[src/rtl/recording_sequencer.sv]
// Records key runs as {key,dur} RAM entries and replays them. Writes land one cycle after a tick; reads take a 2-cycle fetch gap.
// No backpressure: the RAM accepts one access per cycle, and start/stop are single-cycle pulses.
module recording_sequencer #(
    parameter int TICK_CYCLES = 500000,
    parameter int ADDR_W      = 10,
    parameter int DUR_W       = 10
) (
    input  logic                clock_50Mhz,
    input  logic                reset,
    input  logic                start_record,
    input  logic                start_play,
    input  logic                stop,
    input  logic [5:0]          input_MusicKey,
    output logic [ADDR_W-1:0]   mem_addr,
    output logic                mem_we,
    output logic                mem_re,
    output logic [6+DUR_W-1:0]  mem_wdata,
    input  logic [6+DUR_W-1:0]  mem_rdata,
    output logic [5:0]          play_key,
    output logic                play_valid,
    output logic [ADDR_W:0]     rec_length,
    output logic                busy,
    output logic                done
);

    localparam int TCW = $clog2(TICK_CYCLES + 1);
    localparam logic [DUR_W-1:0]  MAX_DUR   = '1;
    localparam logic [ADDR_W-1:0] LAST_ADDR = '1;
    localparam logic [ADDR_W:0]   DEPTH     = {1'b1, {ADDR_W{1'b0}}};

    typedef enum logic [2:0] {
        IDLE, REC, REC_FLUSH, PLAY_FETCH, PLAY_WAIT, PLAY_HOLD
    } state_t;

    state_t             state;
    logic [TCW-1:0]     tick_cnt;
    logic               tick;
    logic [5:0]         cur_key;
    logic [DUR_W-1:0]   dur;
    logic [DUR_W-1:0]   remaining;
    logic [ADDR_W-1:0]  wr_addr;
    logic [ADDR_W-1:0]  rd_addr;

    assign tick = (state == REC || state == PLAY_HOLD) && (tick_cnt == TCW'(TICK_CYCLES - 1));
    assign busy = (state != IDLE);

    always_ff @(posedge clock_50Mhz) begin
        if (reset) begin
            state      <= IDLE;
            tick_cnt   <= '0;
            cur_key    <= '0;
            dur        <= '0;
            remaining  <= '0;
            wr_addr    <= '0;
            rd_addr    <= '0;
            mem_addr   <= '0;
            mem_we     <= 1'b0;
            mem_re     <= 1'b0;
            mem_wdata  <= '0;
            play_key   <= '0;
            play_valid <= 1'b0;
            rec_length <= '0;
            done       <= 1'b0;
        end else begin
            mem_we <= 1'b0;
            mem_re <= 1'b0;
            done   <= 1'b0;
            // Counter only runs in the two timed states, so any other state clears it for the next entry
            tick_cnt <= ((state == REC || state == PLAY_HOLD) && !tick) ? tick_cnt + 1'b1 : '0;

            case (state)
                IDLE: begin
                    if (start_record) begin
                        wr_addr    <= '0;
                        dur        <= '0;
                        rec_length <= '0;
                        state      <= REC;
                    end else if (start_play) begin
                        if (rec_length == '0) begin
                            done <= 1'b1;
                        end else begin
                            rd_addr  <= '0;
                            mem_re   <= 1'b1;
                            mem_addr <= '0;
                            state    <= PLAY_FETCH;
                        end
                    end
                end
                REC: begin
                    if (stop) begin
                        if (dur != '0) begin
                            mem_we    <= 1'b1;
                            mem_addr  <= wr_addr;
                            mem_wdata <= {cur_key, dur};
                            state     <= REC_FLUSH;
                        end else begin
                            rec_length <= {1'b0, wr_addr};
                            done       <= 1'b1;
                            state      <= IDLE;
                        end
                    end else if (tick) begin
                        if (dur == '0) begin
                            cur_key <= input_MusicKey;
                            dur     <= DUR_W'(1);
                        end else if (input_MusicKey == cur_key && dur != MAX_DUR) begin
                            dur <= dur + 1'b1;
                        end else begin
                            mem_we    <= 1'b1;
                            mem_addr  <= wr_addr;
                            mem_wdata <= {cur_key, dur};
                            wr_addr   <= wr_addr + 1'b1;
                            cur_key   <= input_MusicKey;
                            dur       <= DUR_W'(1);
                            // Last slot filled: finish alongside the write, dropping the new key
                            if (wr_addr == LAST_ADDR) begin
                                rec_length <= DEPTH;
                                done       <= 1'b1;
                                state      <= IDLE;
                            end
                        end
                    end
                end
                REC_FLUSH: begin
                    rec_length <= {1'b0, wr_addr} + 1'b1;
                    done       <= 1'b1;
                    state      <= IDLE;
                end
                PLAY_FETCH, PLAY_WAIT, PLAY_HOLD: begin
                    if (stop) begin
                        play_valid <= 1'b0;
                        play_key   <= '0;
                        done       <= 1'b1;
                        state      <= IDLE;
                    end else if (state == PLAY_FETCH) begin
                        state <= PLAY_WAIT;
                    end else if (state == PLAY_WAIT) begin
                        play_key   <= mem_rdata[6+DUR_W-1:DUR_W];
                        remaining  <= (mem_rdata[DUR_W-1:0] == '0) ? DUR_W'(1) : mem_rdata[DUR_W-1:0];
                        play_valid <= 1'b1;
                        state      <= PLAY_HOLD;
                    end else if (tick) begin
                        if (remaining == DUR_W'(1)) begin
                            if ({1'b0, rd_addr} == rec_length - 1'b1) begin
                                play_valid <= 1'b0;
                                play_key   <= '0;
                                done       <= 1'b1;
                                state      <= IDLE;
                            end else begin
                                rd_addr  <= rd_addr + 1'b1;
                                mem_re   <= 1'b1;
                                mem_addr <= rd_addr + 1'b1;
                                state    <= PLAY_FETCH;
                            end
                        end else begin
                            remaining <= remaining - 1'b1;
                        end
                    end
                end
                default: state <= IDLE;
            endcase
        end
    end

endmodule
[config.mk]
export PLATFORM = sky130hd
export DESIGN_NAME = recording_sequencer
export DESIGN_NICKNAME = d
export VERILOG_FILES = /design/src/rtl/recording_sequencer.sv
export SDC_FILE = /design/constraint.sdc
export NUM_CORES = 1
export LEC_CHECK = 0
export CORE_MARGIN = 1.5
export CORE_UTILIZATION = 56
export CTS_CLUSTER_SIZE = 12
export DETAILED_ROUTE_END_ITERATION = 8
export PLACE_DENSITY = 0.8
export SLEW_MARGIN = 10
export SYNTH_ARGS = -nofsm -noshare
export SYNTH_HDL_FRONTEND = slang
export SYNTH_SLANG_ARGS = --single-unit
[constraint.sdc]
create_clock -name clock_50Mhz -period 3 [get_ports clock_50Mhz]
set_input_delay 0.9 -clock clock_50Mhz [delete_from_list [all_inputs] [get_ports clock_50Mhz]]
set_output_delay 0.9 -clock clock_50Mhz [all_outputs]
set_load 0.02 [all_outputs]
# == Word-level counts from Yosys, hierarchy flattened ==
# Cells that the tools add are included.
# totals
register_bits,115
input_bits,27
wordCells,205
# op_classes
addsub,7
n_eq_ne,41
muxes,105
n_bitwise,4
n_reduce_logical,33
# ops
operator,n
2-to-1 mux 10 bit,27
2-to-1 mux 16 bit,5
2-to-1 mux 11 bit,7
one-hot mux 10 bit (2 select lines),3
2-to-1 mux 6 bit,8
2-to-1 mux 3 bit,13
!= test 2 bit (second input constant),19
2-to-1 mux 1 bit,35
one-hot mux 11 bit (3 select lines),1
adder 10 x 1 -> 10 bit (second input constant),3
one-hot mux 10 bit (3 select lines),1
logical NOT 10 bit,2
adder 19 x 1 -> 19 bit (second input constant),1
equality test 19 bit (second input constant),1
!= test 3 bit (second input constant),6
nonzero test 3 bit,6
AND reduction 5 bit,3
AND reduction 14 bit,1
adder 10 x 1 -> 11 bit (second input constant),1
equality test 10 x 11 -> 1 bit,1
logical NOT 11 bit,1
subtractor 11 x 1 -> 11 bit (second input constant),1
equality test 10 x 1 -> 1 bit (second input constant),1
equality test 10 bit (second input constant),1
27 further kinds,42

# == Depth between registers and ports, before layout ==
# logic_depth
depth_word,9
mapped_depth,10

# == Worst setup path before layout ==
# No wires, ideal clock.
# synth_path
path_type,input to register
from,input input_MusicKey[2]
to,register rec_length[3]
setup_ns,0.128
arrival_ns,2.576
t_required_ns,2.872
setup_slack_ns,0.296
path_stages,8
path_cell_list,xor2_1 > nor4_1 > and3_1 > nor4b_2 > o311ai_2 > buf_2 > mux2i_1 > nor2_1
# synth_via
elab_chain_cells,4
# synth_lines
element,line_no,source
start: declaration,13,"input logic [5:0] input_MusicKey,"
equality test 6 bit,105,end else if (input_MusicKey == cur_key && dur != MAX_DUR) begin
logical AND 1 bit,105,
!= test 3 bit (no line),n/a,
AND reduction 7 bit (no line),n/a,
end signal: assignment,97,"rec_length <= {1'b0, wr_addr};"
end signal: assignment,124,"rec_length <= {1'b0, wr_addr} + 1'b1;"
end: declaration,21,"output logic [ADDR_W:0] rec_length,"
# No other way between the ends.
# A chain may end at the register's enable or synchronous reset.

# == Worst setup path after layout ==
# layout_path
from,register rec_length[0]
to,register done
# layout_via
elab_chain_cells,9
elab_cells_between_ends,13
cone_classes,add/sub (1); eq/ne (1); mux (10); reduce/logical (1)
# layout_lines
element,line_no,source
subtractor 11 x 1 -> 11 bit,143,"if ({1'b0, rd_addr} == rec_length - 1'b1) begin"
equality test 10 x 11 -> 1 bit,143,
2-to-1 mux 1 bit,143,
2-to-1 mux 1 bit,142,if (remaining == DUR_W'(1)) begin
2-to-1 mux 1 bit,141,end else if (tick) begin
2-to-1 mux 1 bit,136,end else if (state == PLAY_WAIT) begin
2-to-1 mux 1 bit,134,end else if (state == PLAY_FETCH) begin
2-to-1 mux 1 bit,129,if (stop) begin
one-hot mux 1 bit (4 select lines) *,71,case (state)
end signal: assignment,80,done <= 1'b1;
end signal: assignment,132,done <= 1'b1;
end signal: assignment,146,done <= 1'b1;
end: declaration,23,output logic done
# Mark *: on every way between the ends. The rest lies on a longest branch, timed or not.

==> flow_summary_export.csv <==
group,metric,value,unit
global_route,grt_pass1_vias,5515,
sta,clock_skew,0.00860,ns
placement,io_buffer_count,74,
route,antenna_left,0,
power_and_ir_drop,peakVddDrop,0.000592,V
route,drc,0,
layout,antenna_cells,0,
synthesis,avgSynthCellArea,8.32,um2
clock_network,cts_root_buffer,"clkbuf_8",
floorplanning,die_x,108,um
floorplanning,core-area,10700,um2
floorplanning,ios,75,
layout,final_area,7660,um2
worst_setup_path,worstPathArrival,3.32,ns
placement,dp_hpwl,11200,um
layout,final_core_util,71.3,%
worst_setup_path,crit_fanout,6,
global_route,antenna_found_initial,0,
synthesis,yosysUniqueCellTypes,70,
floorplanning,chipHeight,108,um
min_path,hp-start,"tick_cnt[0]$_SDFF_PP0_",
placement,dp.cells,927,
route,vias,5872,
synthesis,synth-edff-count,0,
sta,slew_headroom,35.5,%
route,routedWlPerCell,17.2,um
worst_setup_path,r2r-end,"done$_SDFF_PP0_",
min_path,min_to,"tick_cnt[0]$_SDFF_PP0_",
sta,layout_setup_ws,0.0827,ns
synthesis,syn_inst,736,
placement,globalplace.congestion,0.919,
worst_setup_path,endpoint_kind,"flop",
run,maxCapViolations,0,
layout,instances_no_fill,959,
synthesis,syn_nets,771,
clock_network,cts.path.max_buffers,2,
route,wirelength,16400,um
floorplanning,row_count,38,
floorplanning,initial_core_util,57.0,%
synthesis,ys.flop_type,"dfxtp_1",
clock_network,cts_buffers,17,
worst_setup_path,path_delay_family,"compound AO/OA/AOI/OAI gates",
worst_setup_path,rrSetupSlack,0.08,ns
clock_network,cts_tree,"yes",
route,drt_iter0_markers,469,
layout,drive_gt1_share,9.40,%
worst_setup_path,crit_slowest_cell,"nor4_2",
power_and_ir_drop,p_leak,2.88,nW
clock_network,path_clk_slew,0.06,ns
sta,finalHoldViolCount,0,
layout,area_delta_synth_final,25.0,%
min_path,holdCritPathClass,"reg -> reg",
clock_network,clkLatencyLatePin,0.54,ns
synthesis,ys_ff_latch,115,
clock_network,holdBufCountCts,0,
worst_setup_path,setup.worst_path.class,"reg -> reg",
sta,tightestPinTransition,0.964,ns
sta,setup_viol,0,
layout,layout.nets,841,
outcome,status,"finished clean",
power_and_ir_drop,p_per_area,857,nW/um2
worst_setup_path,start_kind,"flop",
clock_network,h-tree-depth,4,
sta,rsz0062_at_grt,"yes",
worst_setup_path,cp.required,3.41,ns
sta,fmax,0.343,GHz
placement,place_area,7030,um2
route,viasPerCell,6.12,
worst_setup_path,path_cells,"inv_1 -> ha_1 -> nor3b_4 -> and3_1 -> o21a_1 -> o31a_1 -> nor4_2 -> o211ai_1 -> a221oi_1",
placement,preCtsSetupSlack,-0.244,ns
layout,mostFrequentLayoutCells,"dfxtp_1 (113), nor2_1 (105), clkdlybuf4s50_1 (73)",
global_route,overflow,0,
global_route,grt_pass1_wl,27200,um
sta,fin_crit_sh,97.2,%
worst_setup_path,cp_num_buf_inv,1,
min_path,hold_depth,1,
synthesis,ys_warn_count,0,
global_route,grt.total_usage,30.0,%
sta,final_max_slew_viol_count,0,
route,drtPass1Iterations,5,
synthesis,seq_area_frac_synth,37.6,%
floorplanning,dieArea,11600,um2
sta,min_period,2.92,ns
synthesis,syn-cell-area,6130,um2
worst_setup_path,cpPeakStageDelay,0.47,ns
global_route,grt_max_degree,39,
worst_setup_path,r2r_start,"rec_length[0]$_SDFFE_PP0P_",
clock_network,cts.sinks,115,
synthesis,async_flop_share,0,%
worst_setup_path,r2r_cells,9,
layout,final_common_cell,"dfxtp_1",
-- metal layers --
| metal | up-vias | part of all wire, % | wire [um] | global-route usage, % |
|---|---|---|---|---|
| li1 | 2819 | - | - | - |
| met1 | 2803 | 42 | 6870 | 36.6 |
| met2 | 221 | 50 | 8160 | 49.4 |
| met3 | 29 | 6.6 | 1080 | 9.08 |
| met4 | 0 | 2.0 | 335 | 12.0 |
| met5 | - | 0 | 0 | 0 |
-- cell usage after synthesis, drive strengths merged, types with 16 or more instances --
cell      n  share of area (%)
nand3    34                2.8
dfxtp   115                 38
a221oi   16                2.7
o21ai    38                3.1
nor3     23                2.0
a211oi   23                2.8
nor2    105                6.4
xor2     33                4.7
inv      28                1.7
nand2    44                2.7
nand4    16                1.6
a21oi    34                2.8
clkbuf   37                2.3
mux2i    27                4.4
-- worst max-delay path by stage --
| stage | start | to | slack (ns) | cells past startpoint |
|---|---|---|---|---|
| 4_1_cts | state[1]$_SDFFE_PP0P_ | busy | 0.05 | 3 |
| 3_5_place_dp | input_MusicKey[5] | rec_length[3]$_SDFFE_PP0P_ | -0.24 | 9 |
| 2_1_floorplan | input_MusicKey[2] | rec_length[3]$_SDFFE_PP0P_ | 0.30 | 8 |
| 5_1_grt | rec_length[0]$_SDFFE_PP0P_ | done$_SDFF_PP0_ | -0.05 | 9 |
| 6_report | rec_length[0]$_SDFFE_PP0P_ | done$_SDFF_PP0_ | 0.08 | 9 |
| 3_3_place_gp | input_MusicKey[2] | rec_length[3]$_SDFFE_PP0P_ | -0.22 | 9 |
-- logic make-up (layout without fill, tap and decap cells) --
logic type | count (synthesis) | in the layout | synth area share (%)
buffers and inverters | 73 | 156 | 4.84
xor gates and xnor gates | 47 | 47 | 6.72
AOI/OAI and AO/OA | 165 | 165 | 19.4
and+or+nand+nor | 300 | 300 | 25.2
adders and majority gates | 8 | 8 | 1.63
muxes | 28 | 28 | 4.60
DFF | 115 | 115 | 37.6
-- report_power, final --
group	internal (W)	switching, W
clock	0.00143	0.000698
sequential	0.00168	0.000203
combinational	0.00103	0.00152
total	0.00414	0.00242
-- flip-flops by register name, indices dropped and copies added (netlist names) --
signal and count:
remaining 10, mem_addr 10, cur_key 6, state 3, rec_length 11, mem_wdata 16
tick_cnt 19, play_valid 1, play_key 6, mem_we 1, rd_addr 10, done 1
mem_re 1, wr_addr 10, dur 10
-- per-stage QoR --
stage	setup TNS, ns	hold WS [ns]	total power, W
3_3_place_gp	-6.71	0.442	0.00430
6_report	0	0.462	0.00656
5_1_grt	-0.374	0.487	0.00691
3_5_place_dp	-7.45	0.453	0.00438
4_1_cts	0	0.466	0.00655
2_1_floorplan	0	0.430	0.00367
-- repair_timing --
| action | 4_1_cts | 5_1_grt |
|---|---|---|
| setup buffers | 0 | 0 |
| endpoints found under the setup margin | 0 | 23 |
| resized for setup | 0 | 4 |
-- area by class of cell --
class | count | area (um2)
Tap cell | 140 | 175
Timing Repair Buffer | 96 | 913
Multi-Input combinational cell | 548 | 3530
Inverter | 28 | 105
Fill cell | 840 | 3090
Clock buffer | 23 | 477
Clock inverter | 9 | 150
Sequential cell | 115 | 2300
Power figures use the tool's default switching activity.
==> edit (same flow settings) <==
Encoding of `state_t`: now one-hot (6 bits for 6 states).
--- a/src/rtl/recording_sequencer.sv
+++ b/src/rtl/recording_sequencer.sv
@@ -28,8 +28,8 @@
     localparam logic [ADDR_W-1:0] LAST_ADDR = '1;
     localparam logic [ADDR_W:0]   DEPTH     = {1'b1, {ADDR_W{1'b0}}};
 
-    typedef enum logic [2:0] {
-        IDLE, REC, REC_FLUSH, PLAY_FETCH, PLAY_WAIT, PLAY_HOLD
+    typedef enum logic [5:0] {
+        IDLE = 6'b000001, REC = 6'b000010, REC_FLUSH = 6'b000100, PLAY_FETCH = 6'b001000, PLAY_WAIT = 6'b010000, PLAY_HOLD = 6'b100000
     } state_t;
 
     state_t             state;
Function: same outputs for any inputs over 4 cycles, from zero or initial values and one cycle with reset high; so few cycles prove little.
==> edit against the unedited design <==
Routed wire length is 9.2% higher; fmax rose by 1.3%; setup slack improved by 0.037 ns; synthesized area grew 4.3%; combinational power is 33% lower; sequential cell count increased by 3; synthesized cell count is 7.2% higher; total power decreased by 16%; critical path depth is 6 lower; design area increased by 4.9%; sequential share of layout area is 0.68 points lower; final cell count is 7.1% higher; largest power group is now clock.
==> edit: results (changes against the unedited design) <==
- The proportion of synthesized area in mux cells came to 0.0313 (-0.0146).
- The share of synthesized area occupied by flip-flops and latches is 0.370 (-0.00598).
- The via count normalized by instance count is 6.31 (+3.1%).
- The routed wire length is 18,000 µm (+9.2%).
- The global router's overall resource usage is 0.312 (+0.0117).
- Ranked by total cell area, the synthesized netlist is headed by dfxtp_1, nor2_1, a21oi_1.
- The data arrival time of the critical path is 1.98 ns (-1.34 ns).
- The buffer type at the clock tree root is clkbuf_16.
- The routed length on met2 came to 8490 µm (+4.1%).
- The insertion delay of the later-clocked pin in the worst-skew pair was 0.43 ns (-0.11 ns).
- The length in cells of the worst reg-to-reg path was 8 (-1).
- The count of mapped cells out of synthesis was 789 (+7.2%).
- The first-pass GRT wire length came to 29,300 µm (+7.8%).
- The post-synthesis adder-cell area fraction is 0.0157 (-0.000669).
- The run finished with clean final reports.
- The highest cell delay on the worst timing path came to 0.60 ns (+0.13 ns).
- The highest ir drop seen on vdd is 0.000456 V (-23%).
- The met3 layer wire length in the routed design is 1280 µm (+18%).
- The kind of cell with the highest combined delay along the critical path is buffers and inverters.
- The sum of routed wire segments on met1 was 7800 µm (+14%).
- The detailed placement HPWL came to 12,800 µm (+14%).
- The met2 track demand over resource in global routing is 0.508 (+0.0143).
- The share of the synthesized area in compound gates (AO/OA/AOI/OAI) is 0.217 (+0.0234).
- The routing usage on met3 came to 0.0777 (-0.0131).
- The share of layout cells above drive strength 1 was 0.112 (+0.0176).
- The post-placement setup slack came to -0.121 ns (+0.123 ns).
- The net count reported at finish is 910 (+8.2%).
- The number of standard cells in the layout, taps in and fillers out is 1,027 (+7.1%).
- The synthesized netlist net count was 824 (+6.9%).
- The slowest stage cell on the critical path is clkdlybuf4s50_1.
- The biggest fanout along the worst timing path is 8 (+2).
- The count of instances resized after the clock tree is built came to 2 (+2).
- The via count of the first global-routing pass is 6,102 (+11%).
- The post-placement cell area was 0.00741 mm² (+5.4%).
- The post-route clock skew was 0.00961 ns (+0.00101 ns).
- Counting instances in the post-synthesis netlist gives the leading cell types as dfxtp_1, nor2_1, a21oi_1, o21ai_0, clkbuf_1.
- The pin count of the biggest net entering global routing is 41 (+5.1%).
- The origin of the worst min-delay path is play_key[1].
-- edit: area by class of cell --
cell class | instances | area (µm²) | area share
clock inverter | 9 | 100 | 0.0125
sequential | 118 | 2360 | 0.294
timing repair buffer | 114 | 1040 | 0.129
tap | 140 | 175 | 0.0218
inverter | 17 | 63.8 | 0.00794
clock buffer | 22 | 484 | 0.0603
multi-input combinational | 607 | 3810 | 0.474
-- edit: power by group --
group	internal [µW]	switching (µW)
clock network	1290	711
registers	1680	117
logic	759	942
total	3740	1770
-- edit: path summary, 6_finish.rpt --
check / endpoint / slack (ns)
hold / removal: play_key[1] / 0.48
hold reg to reg: play_key[1] / 0.48
setup / recovery: busy / 0.12
setup reg to reg: rd_addr[2] / 0.17
-- edit: per-stage QoR --
step | hold slack, ns | utilization
3_3_place_gp | 0.463 | 0.675
5_1_grt | 0.494 | 0.731
2_1_floorplan | 0.449 | -
4_1_cts | 0.480 | 0.729
3_5_place_dp | 0.463 | 0.675
6_report | 0.478 | 0.731
